`config.mk`:
```
export PLATFORM = sky130hd
export DESIGN_NAME = snd_bus_seq_flat
export DESIGN_NICKNAME = d
export VERILOG_FILES = /design/src/rtl/snd_bus_seq_pkg.sv /design/src/rtl/snd_bus_seq_if.sv /design/src/rtl/snd_strobe_timer.sv /design/src/rtl/snd_bus_seq.sv /design/src/flat_wrapper.sv
export SDC_FILE = /design/constraint.sdc
export NUM_CORES = 1
export LEC_CHECK = 0
export ABC_AREA = 1
export CORE_MARGIN = 3
export CORE_UTILIZATION = 54
export DETAILED_ROUTE_END_ITERATION = 7
export PLACE_DENSITY = 0.83
export SLEW_MARGIN = 10
export SYNTH_ARGS = -nofsm -noshare
export SYNTH_HDL_FRONTEND = slang
export SYNTH_SLANG_ARGS = --single-unit
```
`constraint.sdc`:
```
create_clock -name clk -period 4.68 [get_ports clk]
set_input_delay 1.404 -clock clk [delete_from_list [all_inputs] [get_ports clk]]
set_output_delay 1.404 -clock clk [all_outputs]
set_load 0.03 [all_outputs]
```
`src/rtl/snd_bus_seq_pkg.sv`:
```
// Shared types and defaults for the sound-chip bus sequencer: FSM states,
// request record layout and default strobe timing in fclk cycles.
package snd_bus_seq_pkg;

  typedef enum logic [1:0] {
    S_IDLE  = 2'd0,
    S_SETUP = 2'd1,
    S_PULSE = 2'd2,
    S_HOLD  = 2'd3
  } state_e;

  typedef enum logic {
    DIR_WR = 1'b0,
    DIR_RD = 1'b1
  } dir_e;

  localparam int T_SETUP_DEF = 2;
  localparam int T_PULSE_DEF = 14;
  localparam int T_HOLD_DEF  = 4;

  // sel holds chip indices 0..4 (up to four YMs plus the SAA)
  localparam int REQ_DATA_W = 8;
  localparam int REQ_SEL_W  = 3;

  typedef struct packed {
    dir_e                  dir;
    logic                  a0;
    logic [REQ_DATA_W-1:0] data;
    logic [REQ_SEL_W-1:0]  sel;
  } req_t;

  function automatic int max3(input int a, input int b, input int c);
    int m;
    m = (a > b) ? a : b;
    return (m > c) ? m : c;
  endfunction

endpackage

```
`src/rtl/snd_bus_seq_if.sv`:
```
// Host-side AY-slot bus: decoded single-cycle requests in, status and read data out.
interface snd_bus_seq_if #(
  parameter int SEL_W = 3
);
  logic             bus_wr;
  logic             bus_rd;
  logic             bus_a0;
  logic [7:0]       bus_din;
  logic [SEL_W-1:0] chip_sel;
  logic             busy;
  logic [7:0]       rd_data;
  logic             rd_valid;
  logic             err;

  modport master (
    output bus_wr, bus_rd, bus_a0, bus_din, chip_sel,
    input  busy, rd_data, rd_valid, err
  );

  modport slave (
    input  bus_wr, bus_rd, bus_a0, bus_din, chip_sel,
    output busy, rd_data, rd_valid, err
  );
endinterface

```
`src/rtl/snd_strobe_timer.sv`:
```
// Loadable down-counter with zero flag; holds at zero instead of wrapping.
module snd_strobe_timer #(
  parameter int W = 4
) (
  input  logic         clk,
  input  logic         rst_n,
  input  logic         load,
  input  logic [W-1:0] load_val,
  output logic         zero
);
  logic [W-1:0] cnt;

  always_ff @(posedge clk or negedge rst_n) begin
    if (!rst_n)            cnt <= '0;
    else if (load)         cnt <= load_val;
    else if (cnt != '0)    cnt <= cnt - W'(1);
  end

  assign zero = (cnt == '0);
endmodule

```
`src/rtl/snd_bus_seq.sv`:
```
// Sound-chip bus sequencer: turns host requests into timed CS/RD/WR/A0 strobes
// for NUM_YM YM chips and one write-only SAA1099, with a one-entry pending buffer.
module snd_bus_seq
  import snd_bus_seq_pkg::*;
#(
  parameter int NUM_YM  = 2,
  parameter int SEL_W   = 3,
  parameter int T_SETUP = T_SETUP_DEF,
  parameter int T_PULSE = T_PULSE_DEF,
  parameter int T_HOLD  = T_HOLD_DEF
) (
  input  logic              clk,
  input  logic              rst_n,
  snd_bus_seq_if.slave      host,
  input  logic [7:0]        d_in,
  output logic [7:0]        d_out,
  output logic              d_oe,
  output logic [NUM_YM-1:0] ym_cs_n,
  output logic              ym_rd_n,
  output logic              ym_wr_n,
  output logic              ym_a0,
  output logic              saa_cs_n,
  output logic              saa_wr_n,
  output logic              saa_a0
);
  localparam int T_MAX = max3(T_SETUP, T_PULSE, T_HOLD);
  localparam int CNT_W = (T_MAX > 1) ? $clog2(T_MAX) : 1;

  localparam logic [SEL_W-1:0]     SAA_SEL = SEL_W'(NUM_YM);
  localparam logic [REQ_SEL_W-1:0] SAA_IDX = REQ_SEL_W'(NUM_YM);
  localparam logic [NUM_YM-1:0]    YM_ONE  = NUM_YM'(1);

  state_e           state;
  req_t             pend;
  logic             pend_valid;
  dir_e             cur_dir;
  logic             cur_saa;
  logic [7:0]       rd_data_q;
  logic             rd_valid_q;
  logic             err_q;

  logic [SEL_W-1:0] sel_in;
  req_t             new_req;
  req_t             start_req;
  logic             req_any, req_ok, launch, direct, to_pend, drop;
  logic             start_valid, start_saa, start_saa_rd, start_seq;
  logic [NUM_YM-1:0] ym_cs_sel;
  logic             t_load, t_zero;
  logic [CNT_W-1:0] t_load_val;

  assign sel_in  = host.chip_sel;
  assign req_any = host.bus_wr | host.bus_rd;
  assign req_ok  = req_any & ~(host.bus_wr & host.bus_rd) & ~(sel_in > SAA_SEL);

  always_comb begin
    new_req      = '0;
    new_req.dir  = host.bus_rd ? DIR_RD : DIR_WR;
    new_req.a0   = host.bus_a0;
    new_req.data = host.bus_din;
    new_req.sel  = REQ_SEL_W'(sel_in);
  end

  // A full buffer that launches this edge can take a new request on the same edge
  assign launch  = (state == S_IDLE) & pend_valid;
  assign direct  = req_ok & (state == S_IDLE) & ~pend_valid;
  assign to_pend = req_ok & ~direct & (~pend_valid | launch);
  assign drop    = (req_any & ~req_ok) | (req_ok & ~direct & ~to_pend);

  assign start_valid  = launch | direct;
  assign start_req    = launch ? pend : new_req;
  assign start_saa    = (start_req.sel == SAA_IDX);
  assign start_saa_rd = start_saa & (start_req.dir == DIR_RD);
  assign start_seq    = start_valid & ~start_saa_rd;
  assign ym_cs_sel    = ~(YM_ONE << start_req.sel);

  always_ff @(posedge clk or negedge rst_n) begin
    if (!rst_n) begin
      pend       <= '0;
      pend_valid <= 1'b0;
    end else if (to_pend) begin
      pend       <= new_req;
      pend_valid <= 1'b1;
    end else if (launch) begin
      pend_valid <= 1'b0;
    end
  end

  always_comb begin
    t_load     = 1'b0;
    t_load_val = '0;
    case (state)
      S_IDLE:  if (start_seq) begin t_load = 1'b1; t_load_val = CNT_W'(T_SETUP - 1); end
      S_SETUP: if (t_zero)    begin t_load = 1'b1; t_load_val = CNT_W'(T_PULSE - 1); end
      S_PULSE: if (t_zero)    begin t_load = 1'b1; t_load_val = CNT_W'(T_HOLD - 1);  end
      default: ;
    endcase
  end

  snd_strobe_timer #(.W(CNT_W)) u_timer (
    .clk      (clk),
    .rst_n    (rst_n),
    .load     (t_load),
    .load_val (t_load_val),
    .zero     (t_zero)
  );

  always_ff @(posedge clk or negedge rst_n) begin
    if (!rst_n) begin
      state      <= S_IDLE;
      cur_dir    <= DIR_WR;
      cur_saa    <= 1'b0;
      ym_cs_n    <= '1;
      ym_rd_n    <= 1'b1;
      ym_wr_n    <= 1'b1;
      ym_a0      <= 1'b0;
      saa_cs_n   <= 1'b1;
      saa_wr_n   <= 1'b1;
      saa_a0     <= 1'b0;
      d_oe       <= 1'b0;
      d_out      <= '0;
      rd_data_q  <= 8'hFF;
      rd_valid_q <= 1'b0;
      err_q      <= 1'b0;
    end else begin
      rd_valid_q <= 1'b0;
      err_q      <= drop;
      case (state)
        S_IDLE: begin
          if (start_saa_rd && start_valid) begin
            rd_data_q  <= 8'hFF;
            rd_valid_q <= 1'b1;
          end else if (start_seq) begin
            state   <= S_SETUP;
            cur_dir <= start_req.dir;
            cur_saa <= start_saa;
            if (start_saa) begin
              saa_cs_n <= 1'b0;
              saa_a0   <= start_req.a0;
            end else begin
              ym_cs_n <= ym_cs_sel;
              ym_a0   <= start_req.a0;
            end
            d_oe  <= (start_req.dir == DIR_WR);
            d_out <= (start_req.dir == DIR_WR) ? start_req.data : '0;
          end
        end
        S_SETUP: if (t_zero) begin
          state <= S_PULSE;
          if (cur_saa)                 saa_wr_n <= 1'b0;
          else if (cur_dir == DIR_WR)  ym_wr_n  <= 1'b0;
          else                         ym_rd_n  <= 1'b0;
        end
        S_PULSE: if (t_zero) begin
          state    <= S_HOLD;
          ym_rd_n  <= 1'b1;
          ym_wr_n  <= 1'b1;
          saa_wr_n <= 1'b1;
          if (!cur_saa && cur_dir == DIR_RD) begin
            rd_data_q  <= d_in;
            rd_valid_q <= 1'b1;
          end
        end
        S_HOLD: if (t_zero) begin
          state    <= S_IDLE;
          ym_cs_n  <= '1;
          saa_cs_n <= 1'b1;
          ym_a0    <= 1'b0;
          saa_a0   <= 1'b0;
          d_oe     <= 1'b0;
          d_out    <= '0;
        end
        default: state <= S_IDLE;
      endcase
    end
  end

  assign host.busy     = (state != S_IDLE) | pend_valid;
  assign host.rd_data  = rd_data_q;
  assign host.rd_valid = rd_valid_q;
  assign host.err      = err_q;
endmodule

```
`src/flat_wrapper.sv`:
```
// flat-port wrapper written by rule: the top's interface ports become plain ports
module snd_bus_seq_flat import snd_bus_seq_pkg::*;
#(
  parameter int NUM_YM  = 2,
  parameter int SEL_W   = 3,
  parameter int T_SETUP = T_SETUP_DEF,
  parameter int T_PULSE = T_PULSE_DEF,
  parameter int T_HOLD  = T_HOLD_DEF
)
  (clk, rst_n, d_in, d_out, d_oe, ym_cs_n, ym_rd_n, ym_wr_n, ym_a0, saa_cs_n, saa_wr_n, saa_a0, host_bus_wr, host_bus_rd, host_bus_a0, host_bus_din, host_chip_sel, host_busy, host_rd_data, host_rd_valid, host_err);
  snd_bus_seq_if #(.SEL_W(SEL_W)) host_i ();
  input  logic clk;
  input  logic rst_n;
  input  logic [7:0] d_in;
  output logic [7:0] d_out;
  output logic d_oe;
  output logic [NUM_YM-1:0] ym_cs_n;
  output logic ym_rd_n;
  output logic ym_wr_n;
  output logic ym_a0;
  output logic saa_cs_n;
  output logic saa_wr_n;
  output logic saa_a0;
  input wire logic [$bits(host_i.bus_wr)-1:0] host_bus_wr;
  input wire logic [$bits(host_i.bus_rd)-1:0] host_bus_rd;
  input wire logic [$bits(host_i.bus_a0)-1:0] host_bus_a0;
  input wire logic [$bits(host_i.bus_din)-1:0] host_bus_din;
  input wire logic [$bits(host_i.chip_sel)-1:0] host_chip_sel;
  output wire logic [$bits(host_i.busy)-1:0] host_busy;
  output wire logic [$bits(host_i.rd_data)-1:0] host_rd_data;
  output wire logic [$bits(host_i.rd_valid)-1:0] host_rd_valid;
  output wire logic [$bits(host_i.err)-1:0] host_err;
  assign host_i.bus_wr = host_bus_wr;
  assign host_i.bus_rd = host_bus_rd;
  assign host_i.bus_a0 = host_bus_a0;
  assign host_i.bus_din = host_bus_din;
  assign host_i.chip_sel = host_chip_sel;
  assign host_busy = host_i.busy;
  assign host_rd_data = host_i.rd_data;
  assign host_rd_valid = host_i.rd_valid;
  assign host_err = host_i.err;
  snd_bus_seq #(.NUM_YM(NUM_YM), .SEL_W(SEL_W), .T_SETUP(T_SETUP), .T_PULSE(T_PULSE), .T_HOLD(T_HOLD)) u_core (.clk(clk), .rst_n(rst_n), .host(host_i), .d_in(d_in), .d_out(d_out), .d_oe(d_oe), .ym_cs_n(ym_cs_n), .ym_rd_n(ym_rd_n), .ym_wr_n(ym_wr_n), .ym_a0(ym_a0), .saa_cs_n(saa_cs_n), .saa_wr_n(saa_wr_n), .saa_a0(saa_a0));
endmodule
```
# [Word-level counts from Yosys, hierarchy flattened]
# Cells that the tools add are included.
[classes] addsub=1 order_cmp=1 n_eq_ne=17 shift=1 mux=64 n_bitwise=27 reduce_logical=22
[op_table] op="8-bit 2-to-1 mux" n=7
[op_table] op="8-bit one-hot mux with 2 select lines" n=2
[op_table] op="1-bit 2-to-1 mux" n=30
[op_table] op="5-bit AND reduction" n=5
[op_table] op="2-bit 2-to-1 mux" n=9
[op_table] op="1-bit one-hot mux with 2 select lines" n=9
[op_table] op="2-bit by 1-bit != test with 1-bit output, second input constant" n=8
[op_table] op="13-bit 2-to-1 mux" n=1
[op_table] op="1-bit AND" n=12
[op_table] op="4-bit 2-to-1 mux" n=3
[op_table] op="4-bit one-hot mux with 3 select lines" n=1
[op_table] op="4-bit AND reduction" n=3
[op_table] op="2-bit nonzero test" n=6
[op_table] op="2-bit != test, second input constant" n=5
[op_table] op="1-bit inverter" n=9
[op_table] op="2-bit one-hot mux with 4 select lines" n=1
[op_table] op="1-bit OR" n=5
[op_table] op="2-bit equality test, second input constant" n=2
[op_table] op="4-bit zero test" n=1
[op_table] op="2-bit one-hot mux with 2 select lines" n=1
[op_table] op="4-bit nonzero test" n=1
[op_table] op="4-bit by 1-bit subtractor with 4-bit output, second input constant" n=1
[op_table] op="3-bit by 2-bit equality test with 1-bit output, second input constant" n=1
[op_table] op="3-bit by 2-bit greater-than comparator with 1-bit output, second input constant" n=1
[op_table] op="8 further kinds" n=9
[word_totals] regBits=49 in_bits=24 wordCells=154

# [Depth between registers and ports, before layout]
# Gate-level depths: netlist of the first run.
[logic_depth] depth_word=12 mapped_depth=13 mapped_depth_nobuf=12

# [Modules after synthesis]
# A second synthesis of the first run with hierarchy kept.
[unflattened] cells_unflattened=309 hier_area_um2=2582.5
[modules_own_cells] module="snd_bus_seq" instances=1 cells_per_inst=275 area_each_um2=2339.7 seq_area_each_um2=1143.6
[modules_own_cells] module="snd_strobe_timer" instances=1 cells_per_inst=34 area_each_um2=242.7 seq_area_each_um2=100.1

# [Least setup slack after synthesis of the first run]
# Ideal clock, no wire load.
[synth_timing] kind="input-to-reg" start="input host_bus_rd" end="register u_core.saa_a0" arrival_time_ps=2499 slack_ps=2063 cell_stages=9 path_cell_list="inv_1 -> ha_1 -> nand3_1 -> a21oi_2 -> nand2_4 -> o21ai_4 -> nand3_1 -> nand2_1 -> nand2_1"
[synth_between] elab_chain_len=10
[synth_lines] element="start, declared" line="flat_wrapper.sv:25" source="input wire logic [$bits(host_i.bus_rd)-1:0] host_bus_rd;"
[synth_lines] element="1-bit AND" line="snd_bus_seq.sv:53" source="assign req_ok = req_any & ~(host.bus_wr & host.bus_rd) & ~(sel_in > SAA_SEL);"
[synth_lines] element="1-bit inverter" line="snd_bus_seq.sv:53"
[synth_lines] element="1-bit AND (2 in a row)" line="snd_bus_seq.sv:53"
[synth_lines] element="1-bit AND (2 in a row)" line="snd_bus_seq.sv:65" source="assign direct = req_ok & (state == S_IDLE) & ~pend_valid;"
[synth_lines] element="1-bit OR" line="snd_bus_seq.sv:69" source="assign start_valid = launch | direct;"
[synth_lines] element="1-bit AND / 1-bit logical AND (equally long branches)" line="snd_bus_seq.sv:73, snd_bus_seq.sv:129"
[synth_lines] element="2-bit by 1-bit != test with 1-bit output (no source line) / 2-bit != test (equally long branches)"
[synth_lines] element="5-bit AND reduction (no source line) (*)"
[synth_lines] element="end signal, assigned" line="snd_bus_seq.sv:138" source="saa_a0 <= start_req.a0;"
[synth_lines] element="end, declared" line="snd_bus_seq.sv:24" source="output logic saa_a0"
# Mark *: on every way between the ends. The rest lies on a longest branch, timed or not.
# A chain may end at the register's enable or synchronous reset.

# [Final worst setup path of the first run]
[layout_timing] start="register u_core.state[0]" end="output host_busy"
[layout_between] elab_chain_len=2
[layout_lines] element="start, declared" line="snd_bus_seq.sv:33" source="state_e state;"
[layout_lines] element="start signal, assigned" line="snd_bus_seq.sv:109" source="state <= S_IDLE;"
[layout_lines] element="start signal, assigned" line="snd_bus_seq.sv:133" source="state <= S_SETUP;"
[layout_lines] element="start signal, assigned" line="snd_bus_seq.sv:148" source="state <= S_PULSE;"
[layout_lines] element="2-bit nonzero test" line="snd_bus_seq.sv:177" source="assign host.busy = (state != S_IDLE) | pend_valid;"
[layout_lines] element="1-bit OR" line="snd_bus_seq.sv:177"
[layout_lines] element="end, declared" line="flat_wrapper.sv:29" source="output wire logic [$bits(host_i.busy)-1:0] host_busy;"
# No other way between the ends.

==> qor.txt, run 1 <==
status: complete, no violations
core area: 4440 um2
Synth Cell Area: 2540 um2
Worst Max-Slew Pin Slew: 0.630 ns
area of placed instances: 3070 um2
total of max-cap violations: 0
H-Tree Depth: 2
DRT antenna net count: 0
Final Hold Viols: 0
fmax: 282 MHz
worst slack at placement: 1.22 ns
Syn Inst Count: 302
Leakage: 1.55 nW
share of the synthesized area in the top cell type: 0.345
HPWL Detailed: 3800 um
min Tclk post-route: 3.55 ns
fin. max-slew vios: 0
sequential area share after synthesis: 0.490
Die W: 74.6 um
worst-skew pair later-pin latency: 0.30 ns
Max VDD drop: 357 uV
Ports: 52
Worst Path Max Fanout: 12
critical path type: reg -> out
Syn Area/Cell: 8.40 um2
HP Class: reg -> reg
Max transition margin: 0.579
antenna fix cells: 0
PnR worst setup slack: 1.13 ns
RSZ-0062 raised after global routing: no
number of CTS-inserted buffers: 5
TNS Setup: 0 ns
required time of the critical path: 3.28 ns
vias per inst: 5.16
fin crit share: 0.758
final setup skew: 0.00816 ns
number of remaining DRC errors: 0
Vias: 2101
Fin Hold WS: 0.471 ns
clk sinks: 49
syn nets: 335
antenna violations before repair: 0
Root Buffer: clkbuf_8
Initial Util: 0.571
total power draw: 0.00227 W
gr ovfl total: 0
Hold-fix buffers, CTS: 0
design area: 3190 um2
number of port buffers: 51
Total Wirelength: 5090 um
drt first pass iters: 6
drt wl/cell: 12.5 um
vias in the first global route: 1965
global-route wire length before repair: 8740 um
Total Routing Usage GR: 0.205
Final Wtd Congestion: 0.777
# rows: 24
Nets: 387
synthesized flop and latch total: 49
Post-CTS Setup Bufs: 0
Synth area leader: dfrtp_1
area delta synth->final: 25.5%
Clk pin slew, worst setup/hold paths: 0.09 ns
largest net degree at the start of global routing: 27
post-cts resize count: 0
yosys warns: 0
# fillers: 358
Crit. End Element: output pin
initial DRC count: 95
distinct cell type count after synthesis: 24
Critical Path AT: 2.15 ns
layout cells sized above 1: 0.155
Final setup viols: 0
Clock Path Buffers: 2
Area contributors post-synth: dfrtp_1 35%, dfstp_2 14%, nand2_1 13%
CTS tree: done
pwr dens: 712 nW/um2
die footprint: 5560 um2
Die Y: 74.6 um
Worst Setup Start Kind: flop
==> worst max-delay path: stages (launching register included) <==
cell,delay [ns]
dfrtp_1,0.45
inv_1,0.13
ha_1,0.49
nand2_1,0.16
clkdlybuf4s50_1,0.62
==> stage by stage <==
stage	instances	util
floorplan	302	-
global placement	399	0.692
detailed placement	399	0.692
CTS	407	0.717
global route	407	0.717
finish	407	0.717
==> synth_stat cells <==
library cell	instances
nand2_1	86
dfrtp_1	35
inv_1	32
o21ai_0	27
nor2_1	21
nand3_1	19
dfstp_2	14
nand2_2	10
ha_1	9
a21oi_1	8
o21ai_2	8
clkbuf_1	5
nand4_1	5
o21ai_1	4
inv_2	3
nand2_4	3
buf_6	2
nand3_2	2
nor2_4	2
o21ai_4	2
xor2_1	2
a21oi_2	1
nand4_2	1
nor3_1	1
==> registers in the layout (all words and copies together), names as in the netlist, 2 cells and up <==
register,count
u_core.host.rd_data,8
u_core.pend,13
u_core.d_out,8
u_core.ym_cs_n,2
u_core.state,2
u_core.u_timer.cnt,4
==> final cells by class <==
type | instances | area (um2) | area share
clock buffer | 6 | 72.6 | 0.0228
clock inverter | 2 | 38.8 | 0.0122
inverter | 35 | 131 | 0.0412
multi-input combinational | 211 | 1120 | 0.352
sequential | 49 | 1240 | 0.390
tap | 52 | 65.1 | 0.0204
timing repair buffer | 52 | 513 | 0.161
==> power by group <==
group | total, W | switching, W | internal [W]
sequential | 0.000771 | 0.000116 | 0.000655
clock | 0.000304 | 0.000143 | 0.000161
combinational | 0.00119 | 0.000758 | 0.000436
total | 0.00227 | 0.00102 | 0.00125
==> routing by layer <==
metal	routed length, um	track usage	vias to the layer above
li1	-	-	1068
met3	250	0.0608	4
met5	0	0	-
met4	59	0.0613	0
met1	2300	0.261	978
met2	2480	0.339	51
==> placed cells by master, fill, tap and decap left out, types with 2 or more instances in the layout <==
master	count
nor2_4	2
a21oi_1	8
nand3_1	19
o21ai_0	27
clkdlybuf4s50_1	50
clkbuf_8	5
nand2_2	10
nand3_2	2
o21ai_1	4
nor2_1	21
inv_1	32
dfstp_2	14
o21ai_2	8
ha_1	9
nand4_1	5
o21ai_4	2
nand2_1	86
nand2_4	3
dfrtp_1	35
inv_2	3
xor2_1	2
==> cells by family after synthesis <==
logic type      count (synthesis)  synth area share
xor+xnor                        2           0.00690
buf+inv                        42            0.0680
compound gates                 50             0.121
fa+ha+maj                       9            0.0444
simple gates                  150             0.270
flops                          49             0.490
==> final timing paths <==
check,start,endpoint,slack [ns],cells after the start
hold reg to reg,u_core.ym_cs_n[0],u_core.ym_cs_n[0],0.47,2
hold / removal,u_core.ym_cs_n[0],u_core.ym_cs_n[0],0.47,2
setup / recovery,u_core.state[0],host_busy,1.13,4
max in group asynchronous,rst_n,u_core.host.rd_data[6],2.82,2
setup reg to reg,u_core.state[0],u_core.u_timer.cnt[1],2.37,11
min in group asynchronous,rst_n,u_core.saa_a0,1.08,1
No activity file was read; power rests on OpenSTA's default activity.
==> inputs of run 2 (changes only) <==
--- a/config.mk
+++ b/config.mk
@@ -7,9 +7,9 @@
 export LEC_CHECK = 0
 export ABC_AREA = 1
 export CORE_MARGIN = 3
-export CORE_UTILIZATION = 54
+export CORE_UTILIZATION = 46
 export DETAILED_ROUTE_END_ITERATION = 7
-export PLACE_DENSITY = 0.83
+export PLACE_DENSITY = 0.76
 export SLEW_MARGIN = 10
 export SYNTH_ARGS = -nofsm -noshare
 export SYNTH_HDL_FRONTEND = slang
==> constraint.sdc (replaced) <==
create_clock -name clk -period 3.02 [get_ports clk]
set_input_delay 0.906 -clock clk [delete_from_list [all_inputs] [get_ports clk]]
set_output_delay 0.906 -clock clk [all_outputs]
set_load 0.03 [all_outputs]
==> run 2 against run 1 <==
Against the previous run:
- sequential share of layout area shrank 0.26 points
- clock power grew 30%
- count of clock-buffer cells in the layout is the same
- core utilization shrank 10 points
- clock skew shrank 0.0015 ns
- register-to-register slack lost 1.5 ns
- critical path type unchanged
- critical endpoint unchanged
- largest power group unchanged
==> qor.txt, run 2 (synthesized netlist as in run 1, its figures left out) <==
status: complete, no violations
Hold-fix buffers, CTS: 0 (unchanged)
Leakage: 1.55 nW (-0.25%)
CTS tree: done
final setup skew: 0.00662 ns (-0.00153 ns)
flop2flop setup slack: 0.89 ns (-1.48 ns)
Crit. End Element: output pin
number of CTS-inserted buffers: 5 (unchanged)
DRT antenna net count: 0 (unchanged)
most common cell after layout, fill and taps aside: nand2_1
Critical Path AT: 1.85 ns (-0.30 ns)
antenna fix cells: 0 (unchanged)
gr ovfl total: 0 (unchanged)
Worst Setup Start Kind: flop
antenna violations before repair: 0 (unchanged)
Final Wtd Congestion: 0.816 (+5.1%)
Critical path origin: u_core.state[1]
pwr dens: 1070 nW/um2 (+51%)
# rows: 26 (+8.3%)
core area: 5200 um2 (+17%)
Worst Max-Slew Pin Slew: 0.943 ns (+0.313 ns)
fmax: 362 MHz
die footprint: 6440 um2 (+16%)
fin. max-slew vios: 0 (unchanged)
Die W: 80.3 um (+7.7%)
HP Class: reg -> reg
largest net degree at the start of global routing: 44 (+63%)
layout cells sized above 1: 0.162 (+0.00708)
clk sinks: 49 (unchanged)
initial DRC count: 94 (-1.1%)
Top reg by flops: u_core.pend
vias in the first global route: 2008 (+2.2%)
most frequent cells in the layout: 86 x nand2_1, 50 x clkdlybuf4s50_1, 35 x dfrtp_1
H-Tree Depth: 2 (unchanged)
fin crit share: 0.914
Clock Path Buffers: 2 (unchanged)
R2R depth: 13 (+2)
worst slack at placement: 0.266 ns (-0.957 ns)
FF-to-FF Start: u_core.state[1]
Total Wirelength: 4970 um (-2.4%)
worst-skew pair later-pin latency: 0.31 ns (about the same)
post-cts resize count: 0 (unchanged)
Post-CTS Setup Bufs: 0 (unchanged)
PnR worst setup slack: 0.259 ns (-0.872 ns)
Reg-to-Reg End: u_core.u_timer.cnt[1]
multi-input logic area: 1120 um2 (unchanged)
Nets: 390 (+0.78%)
min Tclk post-route: 2.76 ns
area delta synth->final: 26.4%
global-route wire length before repair: 8760 um (+0.24%)
HPWL Detailed: 3740 um (-1.5%)
# fillers: 453 (+27%)
vias per inst: 4.78 (-7.4%)
total power draw: 0.00344 W (+52%)
number of port buffers: 51 (unchanged)
Fin Hold WS: 0.473 ns (+0.00173 ns)
Worst Path Max Fanout: 5 (-7)
Initial Util: 0.488 (-0.0834)
number of remaining DRC errors: 0 (unchanged)
critical path type: reg -> out
sequential cell area: 1240 um2 (unchanged)
Final setup viols: 0 (unchanged)
drt wl/cell: 11.6 um (-7.2%)
drt first pass iters: 4 (-2)
total of max-cap violations: 0 (unchanged)
RSZ-0062 raised after global routing: no
Max VDD drop: 406 uV (+14%)
Largest register FFs: 13 (unchanged)
Die Y: 80.3 um (+7.7%)
Root Buffer: clkbuf_8
Total Routing Usage GR: 0.172 (-0.0328)
TNS Setup: 0 ns (unchanged)
Clk pin slew, worst setup/hold paths: 0.09 ns (about the same)
Max transition margin: 0.371 (-0.208)
Critical Path End: host_busy
Vias: 2045 (-2.7%)
Final Hold Viols: 0 (unchanged)
Ports: 52 (unchanged)
required time of the critical path: 2.11 ns (-1.17 ns)
run 2: cell count changes in the layout (fill, tap and decap cells not counted):
cell        before  now
bufinv_16        1    0
clkinvlp_4       0    2
clkinv_4         1    0
buf_4            1    4
run 2: critical path, cell delays in order, from the launching register on:
cell and delay [ns]:
dfrtp_1 0.44, inv_1 0.11, ha_1 0.22, nand2_1 0.10, clkdlybuf4s50_1 0.67
run 2: layout make-up:
class                   instances  area share
inverters                      35      0.0410
repair buffers                 55       0.167
clock inverters                 2     0.00468
multi-input cells             211       0.350
clock buffers                   6      0.0226
flip-flops and latches         49       0.388
well taps                      70      0.0273
run 2: where the power goes:
group | internal (W) | total [W] | switching (W)
clock network | 0.000164 | 0.000394 | 0.000231
logic | 0.000689 | 0.00186 | 0.00117
registers | 0.00101 | 0.00119 | 0.000172
run 2: metal layers:
metal,track usage,vias to the layer above,wire [um]
li1,-,1069,-
met1,0.214,929,2300
met2,0.291,39,2360
met3,0.0426,8,232
met4,0.0591,0,76
met5,0,-,0
run 2: how the worst min path moves through the flow:
stage,slack [ns],cells past startpoint,end,startpoint
final,0.47,2,u_core.ym_cs_n[0],u_core.ym_cs_n[0]
after global routing,0.49,2,u_core.saa_cs_n,u_core.saa_cs_n
after CTS,0.48,2,u_core.saa_cs_n,u_core.saa_cs_n
after detailed placement,0.46,2,u_core.ym_cs_n[0],u_core.ym_cs_n[0]
after global placement,0.46,2,u_core.d_out[1],u_core.d_out[1]
after floorplan,0.45,2,u_core.pend[11],u_core.pend[11]
run 2: metrics by stage:
| step | instance area, um2 | util | cells |
|---|---|---|---|
| 2_1_floorplan | 2540 | - | 302 |
| 3_3_place_gp | 3120 | 0.599 | 420 |
| 3_5_place_dp | 3120 | 0.599 | 420 |
| 4_1_cts | 3210 | 0.616 | 428 |
| 5_1_grt | 3210 | 0.616 | 428 |
| 6_report | 3210 | 0.616 | 428 |
==> inputs of run 3 (changes only) <==
--- a/config.mk
+++ b/config.mk
@@ -6,10 +6,13 @@
 export NUM_CORES = 1
 export LEC_CHECK = 0
 export ABC_AREA = 1
+export CELL_PAD_IN_SITES_DETAIL_PLACEMENT = 1
+export CELL_PAD_IN_SITES_GLOBAL_PLACEMENT = 1
+export CORE_ASPECT_RATIO = 0.6
 export CORE_MARGIN = 3
-export CORE_UTILIZATION = 46
+export CORE_UTILIZATION = 34
 export DETAILED_ROUTE_END_ITERATION = 7
-export PLACE_DENSITY = 0.76
+export PLACE_DENSITY_LB_ADDON = 0.1
 export SLEW_MARGIN = 10
 export SYNTH_ARGS = -nofsm -noshare
 export SYNTH_HDL_FRONTEND = slang
==> run 3 against run 2 <==
Against the previous run:
- worst setup slack got worse by 0.024 ns
- register-to-register slack lost 0.08 ns
- core utilization shrank 14 points
- hold slack worse by 0.013 ns
- power grew 8.1%
- global-route usage shrank 0.47 points
- non-clock buffer count is the same
- sequential cell count stayed put
==> qor.txt, run 3 (synthesized netlist as in run 1, its figures left out) <==
number of port buffers: 51 (unchanged)
Post-CTS Setup Bufs: 0 (unchanged)
TNS Setup: 0 ns (unchanged)
Vias: 2139 (+4.6%)
total power draw: 0.00372 W (+8.1%)
layout cells sized above 1: 0.159 (-0.00279)
Critical Path AT: 1.88 ns (+0.03 ns)
largest net degree at the start of global routing: 28 (-36%)
# rows: 23 (-12%)
Hold-fix buffers, CTS: 0 (unchanged)
critical path, cell by cell: inv_1 > ha_1 > nand2_1 > clkdlybuf4s50_1
fin. max-slew vios: 0 (unchanged)
worst-skew pair later-pin latency: 0.29 ns (-0.02 ns)
die footprint: 8570 um2 (+33%)
gr ovfl total: 0 (unchanged)
RSZ-0062 raised after global routing: no
Max VDD drop: 460 uV (+13%)
Top reg by flops: u_core.pend
Worst Max-Slew Pin Slew: 0.541 ns (-0.403 ns)
Initial Util: 0.366 (-0.122)
critical path type: reg -> out
Total Routing Usage GR: 0.168 (-0.00470)
global-route wire length before repair: 11500 um (+31%)
initial DRC count: 75 (-20%)
core area: 6940 um2 (+33%)
worst slack at placement: 0.148 ns (-0.118 ns)
final setup skew: 0.00482 ns (-0.00180 ns)
PnR worst setup slack: 0.235 ns (-0.0242 ns)
number of remaining DRC errors: 0 (unchanged)
Clock Path Buffers: 2 (unchanged)
clk sinks: 49 (unchanged)
antenna violations before repair: 0 (unchanged)
pwr dens: 1120 nW/um2 (+4.6%)
fmax: 359 MHz (-0.87%)
most common cell after layout, fill and taps aside: nand2_1
Final setup viols: 0 (unchanged)
vias in the first global route: 2269 (+13%)
Leakage: 1.59 nW (+2.4%)
Max transition margin: 0.639 (+0.268)
Die Y: 72.9 um (-9.2%)
CTS tree: done
total of max-cap violations: 0 (unchanged)
# fillers: 835 (+84%)
drt wl/cell: 14.5 um (+25%)
number of CTS-inserted buffers: 5 (unchanged)
Worst Setup Start Kind: flop
Die W: 118 um (+46%)
Nets: 390 (unchanged)
Root Buffer: clkbuf_16
drt first pass iters: 4 (unchanged)
most frequent cells in the layout: 86 x nand2_1, 50 x clkdlybuf4s50_1, 35 x dfrtp_1
non-filler instance count after layout: 458 (+7.0%)
post-cts resize count: 0 (unchanged)
antenna fix cells: 0 (unchanged)
DRT antenna net count: 0 (unchanged)
HP Class: reg -> reg
Placed Instances: 450 (+7.1%)
fin crit share: 0.922 (+0.00803)
Worst Path Max Fanout: 5 (unchanged)
critical path's largest stage delay: 0.68 ns (about the same)
required time of the critical path: 2.11 ns (about the same)
status: complete, no violations
Crit. End Element: output pin
Ports: 52 (unchanged)
Final Wtd Congestion: 0.761 (-6.8%)
area delta synth->final: 30.7%
CP max-delay cell: clkdlybuf4s50_1
Largest register FFs: 13 (unchanged)
vias per inst: 4.67 (-2.3%)
HPWL Detailed: 5090 um (+36%)
min Tclk post-route: 2.79 ns (+0.0242 ns)
Fin Hold WS: 0.460 ns (-0.0130 ns)
Final Hold Viols: 0 (unchanged)
Total Wirelength: 6620 um (+33%)
Clk pin slew, worst setup/hold paths: 0.06 ns (-0.03 ns)
H-Tree Depth: 2 (unchanged)
[run 3: changes by cell type in the layout (fill, tap and decap cells not counted)]
cell / delta
clkbuf_16: +5
clkbuf_8: -4
clkinvlp_4: -2
buf_12: +1
buf_4: -1
clkbuf_1: +1
[run 3: per-layer routing]
layer,track usage,part of all wire,up-vias
met4,0.0325,0.0050,0
met1,0.260,0.57,1020
li1,-,-,1072
met5,0,0,-
met2,0.233,0.38,43
met3,0.0465,0.050,4
[run 3: stage by stage]
stage	cell area [um2]	util
detailed placement	3170	0.457
global placement	3170	0.457
global route	3320	0.478
CTS	3320	0.478
finish	3320	0.478
floorplan	2540	-
[run 3: final cells by class]
| type | instances | area (um2) | share of cell area |
|---|---|---|---|
| multi-input cells | 211 | 1120 | 0.338 |
| flip-flops and latches | 49 | 1240 | 0.375 |
| repair buffers | 55 | 548 | 0.165 |
| clock buffers | 8 | 146 | 0.0442 |
| well taps | 100 | 125 | 0.0377 |
| inverters | 35 | 131 | 0.0396 |
[run 3: worst paths after layout]
check	endpoint	slack, ns	from	cells past startpoint
min reg2reg	u_core.ym_cs_n[1]	0.46	u_core.ym_cs_n[1]	2
max in group asynchronous	u_core.host.rd_data[6]	1.81	rst_n	2
min in group asynchronous	u_core.d_oe	0.59	rst_n	1
min	u_core.ym_cs_n[1]	0.46	u_core.ym_cs_n[1]	2
max	host_busy	0.23	u_core.state[1]	4
max reg2reg	u_core.host.rd_data[7]	0.81	u_core.state[1]	13
[run 3: report_power, final]
group / internal [W] / switching, W / leakage, nW / total (W)
Clock: 0.000331 / 0.000247 / 0.0712 / 0.000578
Combinational: 0.000695 / 0.00126 / 0.925 / 0.00195
Sequential: 0.00102 / 0.000177 / 0.591 / 0.00119
Total: 0.00204 / 0.00168 / 1.59 / 0.00372
[run 3: worst max-delay path, delay by kind of cell, from the launching register on]
family	cells	cell delay (ns)
flops	1	0.45
simple gates	1	0.12
buf+inv	2	0.80
fa+ha+maj	1	0.21
